--- src/rtl/servile_mem_sched_if.sv ---
// Wishbone classic bus bundle used by the servile memory scheduler.
// The master drives the request fields; the slave returns read data and ack.
interface servile_mem_sched_if;
  logic [31:0] adr;
  logic [31:0] dat;
  logic [3:0]  sel;
  logic        we;
  logic        stb;
  logic [31:0] rdt;
  logic        ack;

  modport master (output adr, dat, sel, we, stb, input rdt, ack);
  modport slave  (input adr, dat, sel, we, stb, output rdt, ack);
endinterface

--- src/rtl/servile_mem_sched.sv ---
// Round-robin scheduler sharing one Wishbone memory port between ibus, dbus and aux.
// Optional stall watchdog is compiled in with SERVILE_MEM_SCHED_WATCHDOG_EN.
module servile_mem_sched #(
  parameter int unsigned timeout_cycles = 255
) (
  input  logic                i_clk,
  input  logic                i_rst,
  servile_mem_sched_if.slave  wb_ibus,
  servile_mem_sched_if.slave  wb_dbus,
  servile_mem_sched_if.slave  wb_aux,
  servile_mem_sched_if.master wb_mem,
  output logic [1:0]          o_grant,
  output logic                o_err
);

  localparam logic [1:0] GNT_IBUS = 2'd0;
  localparam logic [1:0] GNT_DBUS = 2'd1;
  localparam logic [1:0] GNT_AUX  = 2'd2;
  localparam logic [1:0] GNT_NONE = 2'd3;

  if (timeout_cycles < 1 || timeout_cycles > 65535) begin : g_bad_timeout
    $error("servile_mem_sched: timeout_cycles out of range 1..65535");
  end

  typedef enum logic {IDLE, BUSY} state_t;

  state_t     state;
  logic [1:0] last;
  logic [2:0] req;
  logic [1:0] winner;
  logic       gnt_stb;
  logic       expire;
  logic       done;
  logic [31:0] rdt_c;

  assign req = {wb_aux.stb, wb_dbus.stb, wb_ibus.stb};

  // First requester scanning upward from the master after the previous winner.
  function automatic logic [1:0] rr_pick(input logic [1:0] prev, input logic [2:0] r);
    int   idx;
    logic found;
    rr_pick = GNT_NONE;
    found   = 1'b0;
    for (int k = 1; k <= 3; k++) begin
      idx = (int'(prev) + k) % 3;
      if (!found && r[idx]) begin
        rr_pick = 2'(idx);
        found   = 1'b1;
      end
    end
  endfunction

  assign winner = rr_pick(last, req);

  // Request mux from the granted master; the shared port is quiet while idle.
  always_comb begin
    wb_mem.adr = '0;
    wb_mem.dat = '0;
    wb_mem.sel = '0;
    wb_mem.we  = 1'b0;
    gnt_stb    = 1'b0;
    if (state == BUSY) begin
      case (o_grant)
        GNT_IBUS: begin
          wb_mem.adr = wb_ibus.adr;
          wb_mem.sel = 4'hf;
          gnt_stb    = wb_ibus.stb;
        end
        GNT_DBUS: begin
          wb_mem.adr = wb_dbus.adr;
          wb_mem.dat = wb_dbus.dat;
          wb_mem.sel = wb_dbus.sel;
          wb_mem.we  = wb_dbus.we;
          gnt_stb    = wb_dbus.stb;
        end
        GNT_AUX: begin
          wb_mem.adr = wb_aux.adr;
          wb_mem.dat = wb_aux.dat;
          wb_mem.sel = wb_aux.sel;
          wb_mem.we  = wb_aux.we;
          gnt_stb    = wb_aux.stb;
        end
        default: ;
      endcase
    end
    wb_mem.stb = gnt_stb;
  end

`ifdef SERVILE_MEM_SCHED_WATCHDOG_EN
  localparam logic [15:0] WD_LAST = 16'(timeout_cycles - 1);

  logic [15:0] wd_cnt;

  // Counts ack-less BUSY cycles; held at zero while idle so each grant starts fresh.
  always_ff @(posedge i_clk) begin
    if (i_rst || state == IDLE) begin
      wd_cnt <= '0;
    end else if (!wb_mem.ack) begin
      wd_cnt <= wd_cnt + 16'd1;
    end
  end

  assign expire = (state == BUSY) && !wb_mem.ack && (wd_cnt == WD_LAST);
`else
  assign expire = 1'b0;
`endif

  assign o_err = expire;
  assign done  = (state == BUSY) && (wb_mem.ack || expire);

  // A watchdog-forced ack carries zero data so the master never sees stale bytes.
  assign rdt_c       = expire ? 32'h0 : wb_mem.rdt;
  assign wb_ibus.rdt = rdt_c;
  assign wb_dbus.rdt = rdt_c;
  assign wb_aux.rdt  = rdt_c;

  assign wb_ibus.ack = done && (o_grant == GNT_IBUS);
  assign wb_dbus.ack = done && (o_grant == GNT_DBUS);
  assign wb_aux.ack  = done && (o_grant == GNT_AUX);

  always_ff @(posedge i_clk) begin
    if (i_rst) begin
      state   <= IDLE;
      o_grant <= GNT_NONE;
      last    <= GNT_AUX;
    end else begin
      case (state)
        IDLE: begin
          if (|req) begin
            o_grant <= winner;
            last    <= winner;
            state   <= BUSY;
          end
        end
        BUSY: begin
          // Leave on ack, watchdog expiry, or a master abandoning its request.
          if (wb_mem.ack || expire || !gnt_stb) begin
            o_grant <= GNT_NONE;
            state   <= IDLE;
          end
        end
        default: begin
          o_grant <= GNT_NONE;
          state   <= IDLE;
        end
      endcase
    end
  end

endmodule

--- src/flat_wrapper.sv ---
// flat-port wrapper written by rule: the top's interface ports become plain ports
module servile_mem_sched_flat 
#(
  parameter int unsigned timeout_cycles = 255
)
  (i_clk, i_rst, o_grant, o_err, wb_ibus_adr, wb_ibus_dat, wb_ibus_sel, wb_ibus_we, wb_ibus_stb, wb_ibus_rdt, wb_ibus_ack, wb_dbus_adr, wb_dbus_dat, wb_dbus_sel, wb_dbus_we, wb_dbus_stb, wb_dbus_rdt, wb_dbus_ack, wb_aux_adr, wb_aux_dat, wb_aux_sel, wb_aux_we, wb_aux_stb, wb_aux_rdt, wb_aux_ack, wb_mem_adr, wb_mem_dat, wb_mem_sel, wb_mem_we, wb_mem_stb, wb_mem_rdt, wb_mem_ack);
  servile_mem_sched_if wb_ibus_i ();
  servile_mem_sched_if wb_dbus_i ();
  servile_mem_sched_if wb_aux_i ();
  servile_mem_sched_if wb_mem_i ();
  input  logic i_clk;
  input  logic i_rst;
  output logic [1:0] o_grant;
  output logic o_err;
  input wire logic [$bits(wb_ibus_i.adr)-1:0] wb_ibus_adr;
  input wire logic [$bits(wb_ibus_i.dat)-1:0] wb_ibus_dat;
  input wire logic [$bits(wb_ibus_i.sel)-1:0] wb_ibus_sel;
  input wire logic [$bits(wb_ibus_i.we)-1:0] wb_ibus_we;
  input wire logic [$bits(wb_ibus_i.stb)-1:0] wb_ibus_stb;
  output wire logic [$bits(wb_ibus_i.rdt)-1:0] wb_ibus_rdt;
  output wire logic [$bits(wb_ibus_i.ack)-1:0] wb_ibus_ack;
  input wire logic [$bits(wb_dbus_i.adr)-1:0] wb_dbus_adr;
  input wire logic [$bits(wb_dbus_i.dat)-1:0] wb_dbus_dat;
  input wire logic [$bits(wb_dbus_i.sel)-1:0] wb_dbus_sel;
  input wire logic [$bits(wb_dbus_i.we)-1:0] wb_dbus_we;
  input wire logic [$bits(wb_dbus_i.stb)-1:0] wb_dbus_stb;
  output wire logic [$bits(wb_dbus_i.rdt)-1:0] wb_dbus_rdt;
  output wire logic [$bits(wb_dbus_i.ack)-1:0] wb_dbus_ack;
  input wire logic [$bits(wb_aux_i.adr)-1:0] wb_aux_adr;
  input wire logic [$bits(wb_aux_i.dat)-1:0] wb_aux_dat;
  input wire logic [$bits(wb_aux_i.sel)-1:0] wb_aux_sel;
  input wire logic [$bits(wb_aux_i.we)-1:0] wb_aux_we;
  input wire logic [$bits(wb_aux_i.stb)-1:0] wb_aux_stb;
  output wire logic [$bits(wb_aux_i.rdt)-1:0] wb_aux_rdt;
  output wire logic [$bits(wb_aux_i.ack)-1:0] wb_aux_ack;
  output wire logic [$bits(wb_mem_i.adr)-1:0] wb_mem_adr;
  output wire logic [$bits(wb_mem_i.dat)-1:0] wb_mem_dat;
  output wire logic [$bits(wb_mem_i.sel)-1:0] wb_mem_sel;
  output wire logic [$bits(wb_mem_i.we)-1:0] wb_mem_we;
  output wire logic [$bits(wb_mem_i.stb)-1:0] wb_mem_stb;
  input wire logic [$bits(wb_mem_i.rdt)-1:0] wb_mem_rdt;
  input wire logic [$bits(wb_mem_i.ack)-1:0] wb_mem_ack;
  assign wb_ibus_i.adr = wb_ibus_adr;
  assign wb_ibus_i.dat = wb_ibus_dat;
  assign wb_ibus_i.sel = wb_ibus_sel;
  assign wb_ibus_i.we = wb_ibus_we;
  assign wb_ibus_i.stb = wb_ibus_stb;
  assign wb_ibus_rdt = wb_ibus_i.rdt;
  assign wb_ibus_ack = wb_ibus_i.ack;
  assign wb_dbus_i.adr = wb_dbus_adr;
  assign wb_dbus_i.dat = wb_dbus_dat;
  assign wb_dbus_i.sel = wb_dbus_sel;
  assign wb_dbus_i.we = wb_dbus_we;
  assign wb_dbus_i.stb = wb_dbus_stb;
  assign wb_dbus_rdt = wb_dbus_i.rdt;
  assign wb_dbus_ack = wb_dbus_i.ack;
  assign wb_aux_i.adr = wb_aux_adr;
  assign wb_aux_i.dat = wb_aux_dat;
  assign wb_aux_i.sel = wb_aux_sel;
  assign wb_aux_i.we = wb_aux_we;
  assign wb_aux_i.stb = wb_aux_stb;
  assign wb_aux_rdt = wb_aux_i.rdt;
  assign wb_aux_ack = wb_aux_i.ack;
  assign wb_mem_adr = wb_mem_i.adr;
  assign wb_mem_dat = wb_mem_i.dat;
  assign wb_mem_sel = wb_mem_i.sel;
  assign wb_mem_we = wb_mem_i.we;
  assign wb_mem_stb = wb_mem_i.stb;
  assign wb_mem_i.rdt = wb_mem_rdt;
  assign wb_mem_i.ack = wb_mem_ack;
  servile_mem_sched #(.timeout_cycles(timeout_cycles)) u_core (.i_clk(i_clk), .i_rst(i_rst), .wb_ibus(wb_ibus_i), .wb_dbus(wb_dbus_i), .wb_aux(wb_aux_i), .wb_mem(wb_mem_i), .o_grant(o_grant), .o_err(o_err));
endmodule
--- config.mk ---
export PLATFORM = sky130hd
export DESIGN_NAME = servile_mem_sched_flat
export DESIGN_NICKNAME = d
export VERILOG_FILES = /design/src/rtl/servile_mem_sched_if.sv /design/src/rtl/servile_mem_sched.sv /design/src/flat_wrapper.sv
export SDC_FILE = /design/constraint.sdc
export NUM_CORES = 1
export LEC_CHECK = 0
export CAP_MARGIN = 5
export CORE_AREA = 2 2 161 163
export CTS_CLUSTER_DIAMETER = 40
export DETAILED_ROUTE_END_ITERATION = 8
export DIE_AREA = 0 0 163 165
export PLACE_DENSITY = 0.51
export SETUP_SLACK_MARGIN = 0.15
export SYNTH_ARGS = -nofsm -noshare
export SYNTH_HDL_FRONTEND = slang
export SYNTH_SLANG_ARGS = --single-unit
--- constraint.sdc ---
create_clock -name i_clk -period 2.8 [get_ports i_clk]
set_input_delay 0.84 -clock i_clk [delete_from_list [all_inputs] [get_ports i_clk]]
set_output_delay 0.84 -clock i_clk [all_outputs]
set_load 0.02 [all_outputs]
==> out/metrics.yaml <==
outcome:
  status: "finished, final reports clean"
floorplan:
  start_util_pct: 9.010
  die-area_um2: 26900
  core_um2: 25040
  rows: 58
  die_width_um: 163
  fp.dieH_um: 165
  ioPinCount: 417
global_routing:
  overflow: 0
  grt_pass1_wl_mm: 16.88
  grt_max_degree: 39
  grt_pass1_vias: 2912
  grt.total_usage_pct: 7.925
  antenna_found_initial: 1
layout:
  layout.nets: 756
  fillCellCount: 2851
  drive_gt1_share_pct: 27.83
  syn_to_final_growth_pct: 112.1
  fin_cells: 834
  ff_latch_area_um2: 105.1
  multiInputGateArea_um2: 1334
  final_area_um2: 4785
critical_path:
  reg2reg_depth: 6
  crit_required_ps: 1960
  cp-startpoint: "wb_aux_dat[15]"
  cp.arrival_ps: 1800
  timing.rr.end: "u_core.last[0]"
  crit_type: "primary input to output pin"
  setup.worst_path.end_class: "output pin"
  r2r_start: "u_core.last[0]"
  r2r_slack_ps: 860
  cp-start-kind: "primary input"
  crit_path_max_fanout: 1
placed_design:
  dpl.hpwl_mm: 10.02
  dpl.cell_count: 820
  post_dp_cell_area_um2: 4683
  io_buffer_count: 250
  gp_congestion: 0.7471
synth:
  synthArstFlopShare_pct: 0
  avgSynthCellArea_um2: 6.815
  ys_types: 35
  synth_edf_count: 0
  synthCells: 331
  yosysTopAreaCellShare_pct: 32.28
  yosys_register_bits: 5
  synth.area.top_cells: "buf_4 (32%), a222oi_1 (15%), nor2_1 (12%), a22oi_1 (11%), dfxtp_1 (4.4%)"
  synth_flop_cell: "dfxtp_1"
  yosys.area.top_type: "buf_4"
  synth_fp_nets: 583
  ys_seq_area_share_pct: 4.437
  yosysWarnings: 0
  synth_area_um2: 2256
job:
  drv_cap: 0
hold_path:
  worstHoldStart: "u_core.last[0]"
  hp-class: "flip-flop to flip-flop"
  hold_path_depth: 2
  whs_endpoint: "u_core.last[0]"
detailed_routing:
  drtAntennaViolNets: 0
  vias: 3085
  via_per_inst: 3.699
  drt_iter0_drc: 240
  wl_per_cell_um: 15.21
  first_pass_iters: 6
  drt-total-wl_mm: 12.68
  remaining_drc_errors: 0
clock_tree:
  insertion_delay_ps: 230
  tritoncts: "yes"
  hold_buffers: 0
  cts_buffers: 3
  cts-htree-levels: 1
  clock_sinks: 5
  clock_path_buffers: 2
  cts_root_buf: "clkbuf_16"
  clkTransAtPathRegs_ps: 30
sta:
  fin_crit_sh_pct: 94.44
  finalMaxSlewViolations: 0
  setup_viol_count_final: 0
  max_freq_ghz: 0.3782
  finClkSkew_ps: 2.742
  finalCriticalPeriod_ps: 2644
  final_hold_viol_count: 0
  rsz0062_at_grt: "true"
power:
  ir_worst_vdd_v: 0.0003744
  p_per_area_nw_per_um2: 324.6
  power_leakage_uw: 0.002242
-- final cells by class --
class / count / area share [%]
multi-input combinational: 193 / 27.88
clock buffer: 4 / 1.647
timing repair buffer: 295 / 59.07
sequential: 5 / 2.197
antenna: 1 / 0.05230
inverter: 6 / 0.5230
tap: 330 / 8.630
-- flip-flops by register name, indices dropped and copies added (netlist names) --
name	cells
u_core.last	2
u_core.o_grant	2
u_core.state	1
-- where the power goes --
part | switching (uW) | internal, uW | total, uW | leakage, uW
logic | 561 | 654 | 1210 | 0.00216
registers | 16.9 | 87.2 | 104 | 0.0000413
clock network | 45.6 | 189 | 234 | 0.0000382
-- synthesized netlist by cell type (3+ instances only) --
cell / count
buf_4: 97
nor2_1: 74
a222oi_1: 33
a22oi_1: 33
clkbuf_1: 21
ha_1: 7
inv_1: 6
a221oi_1: 5
dfxtp_1: 5
nand2_1: 5
a21oi_1: 4
buf_6: 4
nor3_1: 4
and3_1: 3
buf_1: 3
nand2b_1: 3
-- cell usage in the layout (no fill, tap or decap), types with 4 or more instances in the layout --
| cell type | count |
|---|---|
| a21oi_1 | 4 |
| nand2_1 | 5 |
| buf_6 | 5 |
| a222oi_1 | 33 |
| clkdlybuf4s50_1 | 101 |
| buf_12 | 9 |
| nor2_1 | 73 |
| a22oi_2 | 6 |
| buf_2 | 13 |
| clkdlybuf4s15_2 | 5 |
| clkbuf_2 | 20 |
| a221oi_1 | 4 |
| clkbuf_16 | 4 |
| dlymetal6s2s_1 | 46 |
| inv_1 | 4 |
| buf_4 | 63 |
| dlygate4sd2_1 | 29 |
| ha_1 | 4 |
| a22oi_1 | 28 |
| nor3_1 | 4 |
-- worst max path at each step --
stage,to,slack [ps],cells past startpoint
finish,wb_mem_dat[15],160,4
global route,wb_mem_adr[11],100,7
CTS,wb_mem_adr[11],-40,4
detailed placement,wb_mem_adr[11],-440,4
global placement,wb_mem_adr[11],-420,4
floorplan,wb_mem_adr[10],370,6
-- logic make-up (layout without fill, tap and decap cells) --
kind of cell | count (synthesis) | count (layout) | share of synthesized area (%)
DFF | 5 | 5 | 4.437
other | 1 | 2 | 0.1662
muxes | 2 | 2 | 0.8874
AOI/OAI and AO/OA | 88 | 88 | 33.28
adders and majority gates | 7 | 7 | 3.882
buffers and inverters | 133 | 305 | 39.71
and+or+nand+nor | 95 | 95 | 17.64
-- worst max-delay path: stages --
cell             delay, ps
clkdlybuf4s50_1        520
a22oi_2                 90
nor2_1                  90
clkdlybuf4s15_2        260
-- through the flow --
stage	setup slack [ps]	hold WS [ps]	utilization [%]	power, uW	setup TNS (ps)
6_report	155.7	544.0	19.11	1553	0
5_1_grt	104.9	556.0	19.11	1657	0
4_1_cts	-35.80	542.8	18.50	1527	-35.80
3_5_place_dp	-439.3	533.3	18.71	1291	-14220
3_3_place_gp	-417.9	526.5	18.71	1293	-14180
2_1_floorplan	374.6	474.0	-	852.1	0
-- timing repair --
item,4_1_cts,5_1_grt
endpoints found under the setup margin,72,59
cloned,0,1
pin swaps,27,57
gates resized for setup,273,112
hold endpoints to repair,0,0
buffers inserted,1,7
-- routing by layer --
layer | track usage [%] | vias up | routed length, um
li1 | - | 1470 | -
met2 | 13.44 | 185 | 6109
met4 | 1.689 | 0 | 245
met3 | 2.813 | 26 | 1226
met1 | 9.640 | 1404 | 5103
met5 | 0 | - | 0
Note: power is estimated with default switching activity, not from simulation.
